[config.mk]
export PLATFORM = sky130hd
export DESIGN_NAME = chip8_cycle_sequencer
export DESIGN_NICKNAME = d
export VERILOG_FILES = /design/src/rtl/chip8_pkg.sv /design/src/rtl/chip8_down_timer.sv /design/src/rtl/chip8_cycle_sequencer.sv
export SDC_FILE = /design/constraint.sdc
export NUM_CORES = 1
export LEC_CHECK = 0
export CORE_UTILIZATION = 56
export CTS_CLUSTER_SIZE = 40
export DETAILED_ROUTE_END_ITERATION = 10
export GPL_TIMING_DRIVEN = 0
export PLACE_DENSITY = 0.86
export SYNTH_ARGS = -nofsm -noshare
export SYNTH_HDL_FRONTEND = slang
export SYNTH_HIERARCHICAL = 1
export SYNTH_SLANG_ARGS = --single-unit
[constraint.sdc]
create_clock -name clk_in -period 5.2 [get_ports clk_in]
set_clock_uncertainty 0.05 [all_clocks]
set_input_delay 0.52 -clock clk_in [delete_from_list [all_inputs] [get_ports clk_in]]
set_output_delay 0.52 -clock clk_in [all_outputs]
set_load 0.02 [all_outputs]
[src/rtl/chip8_pkg.sv]
// chip8_pkg: shared types and constants for the CHIP-8 cycle sequencer.
// Provides the sequencer FSM state encoding, the timer rate and a byte type.
package chip8_pkg;
  typedef enum logic [2:0] {
    IDLE      = 3'd0,
    FETCH     = 3'd1,
    EXEC      = 3'd2,
    CHECK     = 3'd3,
    WAIT_DONE = 3'd4,
    WAIT_KEY  = 3'd5
  } seq_state_t;
  localparam int TIMER_HZ = 60;
  typedef logic [7:0] byte_t;
endpackage

[src/rtl/chip8_down_timer.sv]
// chip8_down_timer: 8-bit loadable down counter that stops at zero.
// Ports: clk, rst_n (sync active-low), load/value (load wins over tick),
//        tick (decrement strobe), count (current value).
module chip8_down_timer
  import chip8_pkg::*;
(
  input  logic  clk,
  input  logic  rst_n,
  input  logic  load,
  input  logic  tick,
  input  byte_t value,
  output byte_t count
);
  always_ff @(posedge clk)
    if (!rst_n) count <= '0;
    else if (load) count <= value;
    else if (tick && count != '0) count <= count - 8'd1;
endmodule

[src/rtl/chip8_cycle_sequencer.sv]
// chip8_cycle_sequencer: paces CHIP-8 instruction issue and owns the 60 Hz timers.
// Ports: clk_in/rst_in_n (sync active-low); run_in/step_in issue control;
//        fetch_req_out/fetch_ack_in fetch handshake; exec_en_out strobe;
//        exec_busy_in/exec_done_in and wait_key_in/key_pressed_in stall inputs;
//        dt/st load via timer_value_in; dt_out, st_out, beep_out, frame_tick_out;
//        instr_count_out retired count; state_out debug state.
module chip8_cycle_sequencer
  import chip8_pkg::*;
#(
  parameter int INSTR_DIV = 2000,
  parameter int TIMER_DIV = 16667
) (
  input  logic        clk_in,
  input  logic        rst_in_n,
  input  logic        run_in,
  input  logic        step_in,
  output logic        fetch_req_out,
  input  logic        fetch_ack_in,
  output logic        exec_en_out,
  input  logic        exec_busy_in,
  input  logic        exec_done_in,
  input  logic        wait_key_in,
  input  logic        key_pressed_in,
  input  logic        dt_load_in,
  input  logic        st_load_in,
  input  byte_t       timer_value_in,
  output byte_t       dt_out,
  output byte_t       st_out,
  output logic        beep_out,
  output logic        frame_tick_out,
  output logic [31:0] instr_count_out,
  output logic [2:0]  state_out
);
  localparam int PW = $clog2(INSTR_DIV);
  localparam int TW = $clog2(TIMER_DIV);
  seq_state_t state, state_next;
  logic [PW-1:0] pace_cnt;
  logic [TW-1:0] tick_cnt;
  logic pending, start, retire, pace_wrap, tick_wrap, dec;
  assign pace_wrap = run_in && pace_cnt == PW'(INSTR_DIV - 1);
  assign tick_wrap = tick_cnt == TW'(TIMER_DIV - 1);
  assign dec = tick_wrap && run_in;
  assign fetch_req_out = state == FETCH;
  assign exec_en_out = state == EXEC;
  assign state_out = state;
  always_ff @(posedge clk_in)
    if (!rst_in_n) state <= IDLE;
    else state <= state_next;
  always_comb begin
    state_next = state;
    start = 1'b0;
    retire = 1'b0;
    case (state)
      IDLE: if ((run_in && pending) || (!run_in && step_in)) begin
        state_next = FETCH;
        start = 1'b1;
      end
      FETCH: state_next = fetch_ack_in ? EXEC : FETCH;
      EXEC: state_next = CHECK;
      CHECK: begin
        state_next = exec_busy_in ? WAIT_DONE : wait_key_in ? WAIT_KEY : IDLE;
        retire = !exec_busy_in && !wait_key_in;
      end
      WAIT_DONE: begin
        state_next = exec_done_in ? IDLE : WAIT_DONE;
        retire = exec_done_in;
      end
      WAIT_KEY: begin
        state_next = key_pressed_in ? IDLE : WAIT_KEY;
        retire = key_pressed_in;
      end
      default: state_next = IDLE;
    endcase
  end
  // A start only happens from IDLE with pending set (or stepping with pending
  // already 0), so clearing on start also drops a wrap landing on that cycle.
  always_ff @(posedge clk_in)
    if (!rst_in_n) begin
      pace_cnt <= '0;
      pending <= 1'b0;
      tick_cnt <= '0;
      frame_tick_out <= 1'b0;
      instr_count_out <= '0;
      beep_out <= 1'b0;
    end else begin
      pace_cnt <= (!run_in || pace_wrap) ? '0 : pace_cnt + PW'(1);
      pending <= run_in && !start && (pending || pace_wrap);
      tick_cnt <= tick_wrap ? '0 : tick_cnt + TW'(1);
      frame_tick_out <= tick_wrap;
      instr_count_out <= instr_count_out + 32'(retire);
      // Mirrors the sound timer's next value so beep tracks st_out exactly.
      beep_out <= st_load_in ? timer_value_in != '0 : dec ? st_out > 8'd1 : st_out != '0;
    end
  chip8_down_timer u_dt (
    .clk(clk_in), .rst_n(rst_in_n), .load(dt_load_in), .tick(dec),
    .value(timer_value_in), .count(dt_out)
  );
  chip8_down_timer u_st (
    .clk(clk_in), .rst_n(rst_in_n), .load(st_load_in), .tick(dec),
    .value(timer_value_in), .count(st_out)
  );
endmodule

======== Yosys cells after proc, flatten, opt, wreduce, memory -nomap -nowiden ========
Cells that the tools add are included.
storage, ports and cells
  register bits ........................... 80
  input bits .............................. 19
  output and inout port bits .............. 55
  word-level logic and storage cells ...... 64
cells by class
  $add $sub $neg .......................... 5
  $lt $le $gt $ge ......................... 1
  equality and inequality tests ........... 8
  mux-type cells .......................... 16
  bitwise operators ....................... 1
  reduce and logical (&&, ||, !) cells .... 24
operators by type and width
  cell                                                                             count
  32-bit by 1-bit adder with 32-bit output                                         1
  8-bit 2-to-1 mux                                                                 4
  8-bit nonzero test                                                               3
  3-bit case mux with 6 select lines                                               1
  8-bit by 1-bit subtractor with 8-bit output, second input constant               2
  15-bit by 1-bit adder with 15-bit output, second input constant                  1
  15-bit equality test, second input constant                                      1
  3-bit 2-to-1 mux                                                                 5
  11-bit by 1-bit adder with 11-bit output, second input constant                  1
  11-bit equality test, second input constant                                      1
  1-bit logical AND                                                                9
  8-bit by 1-bit greater-than comparator with 1-bit output, second input constant  1
  3-bit by 2-bit equality test with 1-bit output, second input constant            2
  3-bit equality test, second input constant                                       2
  1-bit zero test                                                                  4
  1-bit 2-to-1 mux                                                                 4
  2-bit nonzero test                                                               2
  2-bit OR reduction                                                               2
  3-bit by 1-bit equality test with 1-bit output, second input constant            1
  3-bit zero test                                                                  1
  1-bit logical OR                                                                 3
  1-bit case mux with 3 select lines                                               1
  2-bit 2-to-1 mux                                                                 1
  2-bit != test, second input constant                                             1
  1-bit inverter                                                                   1

======== Depth between registers and ports, before layout ========
  depth in word-level cells ............... 8
  gate-level depth with buffers ........... 10
  depth with buffers taken out ............ 9

======== Modules after synthesis ========
The synthesis kept the hierarchy.
modules (own cells, without submodules)
  module                 instances  cells an instance  area each (µm²)  seq. area each (µm²)
  chip8_cycle_sequencer  1          336                2944.1           1281.2
  chip8_down_timer       2          61                 493.0            160.2

======== Least setup slack after synthesis ========
OpenSTA, ideal clock, no wires.
  path kind ............................... reg-to-reg
  from .................................... register state[1] (netlist: state_out[1])
  to ...................................... register instr_count_out[30]
  library setup time ...................... 0.070 ns
  arrival ................................. 2.745 ns
  data required time ...................... 5.080 ns
  slack ................................... 2.335 ns
  cell stages (with the launch flop) ...... 10
  buffers on the path ..................... 2
  clock period less this slack ............ 2.865 ns
  cells stage by stage .................... dfxtp_1 > clkbuf_1 > nand3b_1 > o32ai_1 > ha_1 > nand4_4 > or4_1 > buf_2 > or4_1 > a21oi_1
on the way
  word-level cells in the longest chain between the ends .. 3
  elaborated cells between the ends (all ways) .. 5
  those cells by class .................... 1 x add/sub; 3 x eq/ne; 1 x mux
ends and longest elaborated chain
  item                                                                                   line                         RTL
  start: declaration                                                                     chip8_cycle_sequencer.sv:36  seq_state_t state, state_next;
  start signal: assignment                                                               chip8_cycle_sequencer.sv:48  else state <= state_next;
  3-bit equality test or 3-bit by 2-bit equality test with 1-bit output (tied branches)  chip8_cycle_sequencer.sv:53  case (state)
  1-bit case mux with 3 select lines *                                                   chip8_cycle_sequencer.sv:53
  32-bit by 1-bit adder with 32-bit output *                                             chip8_cycle_sequencer.sv:90  instr_count_out <= instr_count_out + 32'(retire);
  end signal: assignment                                                                 chip8_cycle_sequencer.sv:90
  end: declaration                                                                       chip8_cycle_sequencer.sv:31  output logic [31:0] instr_count_out,
Mark *: on every way between the ends. The rest lies on a longest branch, timed or not.
A chain may end at the register's enable or synchronous reset.

======== Worst setup path in the final report ========
  from .................................... register state[1] (netlist: state_out[1])
  to ...................................... register instr_count_out[31]
The elaborated chain is that of the path after synthesis.

==> out/results.ini <==
[timing]
fin_ws_ns = 1.96
fin_setup_tns_ns = 0
setup_violations = 0
fmax_mhz = 308
fin_crit_ns = 3.24
holdWs_ns = 0.433
drv_slew = 0
timing.final.crit_share_pct = 62.3
tightest_slew_ns = 0.682
hold_viol_final = 0
slew_headroom_pct = 54.1
rsz0062_at_grt = no

[grt]
grt_max_degree = 14
grt.overflow.total = 0
grt_pass1_wl_mm = 15.5
grt_pass1_vias = 3442
grt_usage_pct = 26.2
antenna_found_initial = 0

[clock_network]
htree_levels = 3
cts_sinks = 80
insertion_delay_ns = 0.34
cts_buffer_depth = 2
cts_buffers = 9
cts_setup_buffers = 0
cts_hold_buf = 0
cts_tree = yes
cts_resized = 0
clk_pin_slew_ns = 0.08
cts_root_buf = clkbuf_8

[logic_synthesis]
synth_cell_types = 44
synth_top_area_cell = dfxtp_1
netlist.area_leader.share_pct = 40.8
async_reset_ff_share_pct = 0
ys_top_cells_by_area = dfxtp_1 (41%), xnor2_1 (5.6%), a21oi_1 (4.8%)
synth_seq_area_share_pct = 40.8
synth-simple-area-share_pct = 28.3
synth.avg_cell_area_um2 = 8.58
synth-edff-count = 0
synth-adder-area-share_pct = 2.87
synth_seq_cells = 80
synth.cell_area_um2 = 3930
synth.area.mux_share_pct = 1.02
synth-main-ff-cell = dfxtp_1
syn_nets = 486
synthXorXnorAreaFrac_pct = 9.14
synthCells = 458
ys.warnings.count = 6
synth_top_family_by_area = simple AND/OR/NAND/NOR gates
synth-compound-area-share_pct = 13.9

[detailed_routing]
ant_nets = 0
drt_wl_total_mm = 9.26
vias = 3732
wl_per_cell_um = 14.4
viasPerCell = 5.81
drt-initial-drc-count = 154
drc = 0
dr.pass1.iters = 5

[die]
core_area_um2 = 6790
die_area_um2 = 7360
start_util_pct = 57.8
row_count = 30
die_y_um = 85.8
io_pins = 74
fp.dieW_um = 85.8

[power]
power_density_nw_per_um2 = 256
leakage_nw = 1.63
irDropWorstVdd_mv = 0.159
total_power_mw = 1.28

[cells_and_area]
final_nets = 569
final_layout_size_suffix_gt1_share_pct = 5.13
insertedDiodeCount = 0
multi_input_comb_area_um2 = 2170
nFillCells = 529
layoutNonFillerInstCount = 642
seq_area_um2 = 1600
syn_to_final_growth_pct = 27.3

[critical_path]
critPathKind = reg2reg
end_kind = register
startpoint_type = register
arrival_ns = 3.47
crit_fanout = 10
worstPathRequired_ns = 5.43

[job]
drv_cap = 0

[placement]
gp_congestion = 0.862
dpl.hpwl_mm = 6.55
io_buffers = 72
dpl.cell_count = 626
dp_worst_setup_slack_ns = 1.68

[worst_hold_path]
min_path_type = reg2reg

[outcome]
status = complete, no violations

stage by stage:
step	instance area (µm²)	utilization (%)
floorplan	3930	-
global placement	4770	70.2
detailed placement	4770	70.2
CTS	5000	73.6
global route	5000	73.6
finish	5000	73.6
path summary, 6_finish.rpt:
| path | slack [ns] | from | depth (start not counted) | endpoint |
|---|---|---|---|---|
| setup / recovery | 1.96 | state_out[1] | 10 | instr_count_out[31] |
| hold / removal | 0.43 | pending | 1 | pending |
| setup reg to reg | 1.96 | state_out[1] | 10 | instr_count_out[31] |
| hold reg to reg | 0.43 | pending | 1 | pending |
layout make-up:
class,count,share of cell area [%]
multi-input combinational,338,43.5
sequential,80,32.0
timing repair buffer,72,14.4
clock buffer,11,3.03
tap,96,2.40
inverter,22,1.65
clock inverter,5,1.58
buffer,18,1.45
worst max-delay path: stages, from the launching register on:
cell,delay [ns]
dfxtp_1,0.33
clkbuf_1,0.30
nand3b_1,0.14
o32ai_1,0.40
ha_1,0.32
nand4_1,0.18
or4_1,0.54
clkbuf_1,0.19
buf_2,0.23
nor4_1,0.29
mux2i_1,0.22
cells in the mapped netlist (4+ instances only):
master and n:
nand3b_1 4, inv_1 22, nor3b_1 6, dfxtp_1 80, xnor2_1 25, a211oi_1 5, ha_1 9, nand4_1 12
o21ai_0 20, nand3_1 17, xor2_1 16, or4_1 19, nand2b_1 5, o31ai_1 11, a21oi_1 38, or3_1 9
nand2_1 28, clkbuf_1 14, buf_2 4, nor2_1 48, nor3_1 12, and2_1 4, mux2i_1 4, nor4_1 9
report_power, final:
group | internal [mW] | total [mW] | switching, mW
logic | 0.0558 | 0.119 | 0.0631
registers | 0.625 | 0.644 | 0.0195
clock network | 0.296 | 0.518 | 0.223
total | 0.976 | 1.28 | 0.305
kinds of logic (layout without fill, tap and decap cells):
family,Yosys count,count (layout)
multiplexers,4,4
adder cells (fa/ha/maj),9,9
XOR/XNOR,41,41
AO/OA/AOI/OAI,91,91
AND/OR/NAND/NOR,193,193
buffers and inverters,40,128
flip-flops,80,80
layer usage:
| layer | GRT usage [%] | vias up | routed length, µm |
|---|---|---|---|
| met1 | 32.6 | 1773 | 4040 |
| met3 | 3.75 | 11 | 474 |
| li1 | - | 1817 | - |
| met5 | 0 | - | 0 |
| met4 | 10.3 | 0 | 128 |
| met2 | 46.0 | 131 | 4610 |
sequential cells by signal (all words and copies together), names as in the netlist:
signal and cells:
pending 1, instr_count_out 32, u_st/count 8, beep_out 1, pace_cnt 11, frame_tick_out 1
state_out 3, u_dt/count 8, tick_cnt 15
cells in the final DEF (no fill, tap or decap), drive strengths merged, types with 3 or more instances in the layout:
cell	instances
a211oi	5
a21boi	3
a21oi	38
a31oi	3
and2	4
and4	3
buf	4
clkbuf	25
clkdlybuf4s50	72
clkinv	3
dfxtp	80
ha	9
inv	22
mux2i	4
nand2	28
nand2b	5
nand3	17
nand3b	4
nand4	14
nor2	48
nor3	12
nor3b	6
nor4	12
o21ai	20
o31ai	11
o32ai	3
or3	9
or4	19
or4b	4
xnor2	25
xor2	16
(Power assumes the default switching activity.)
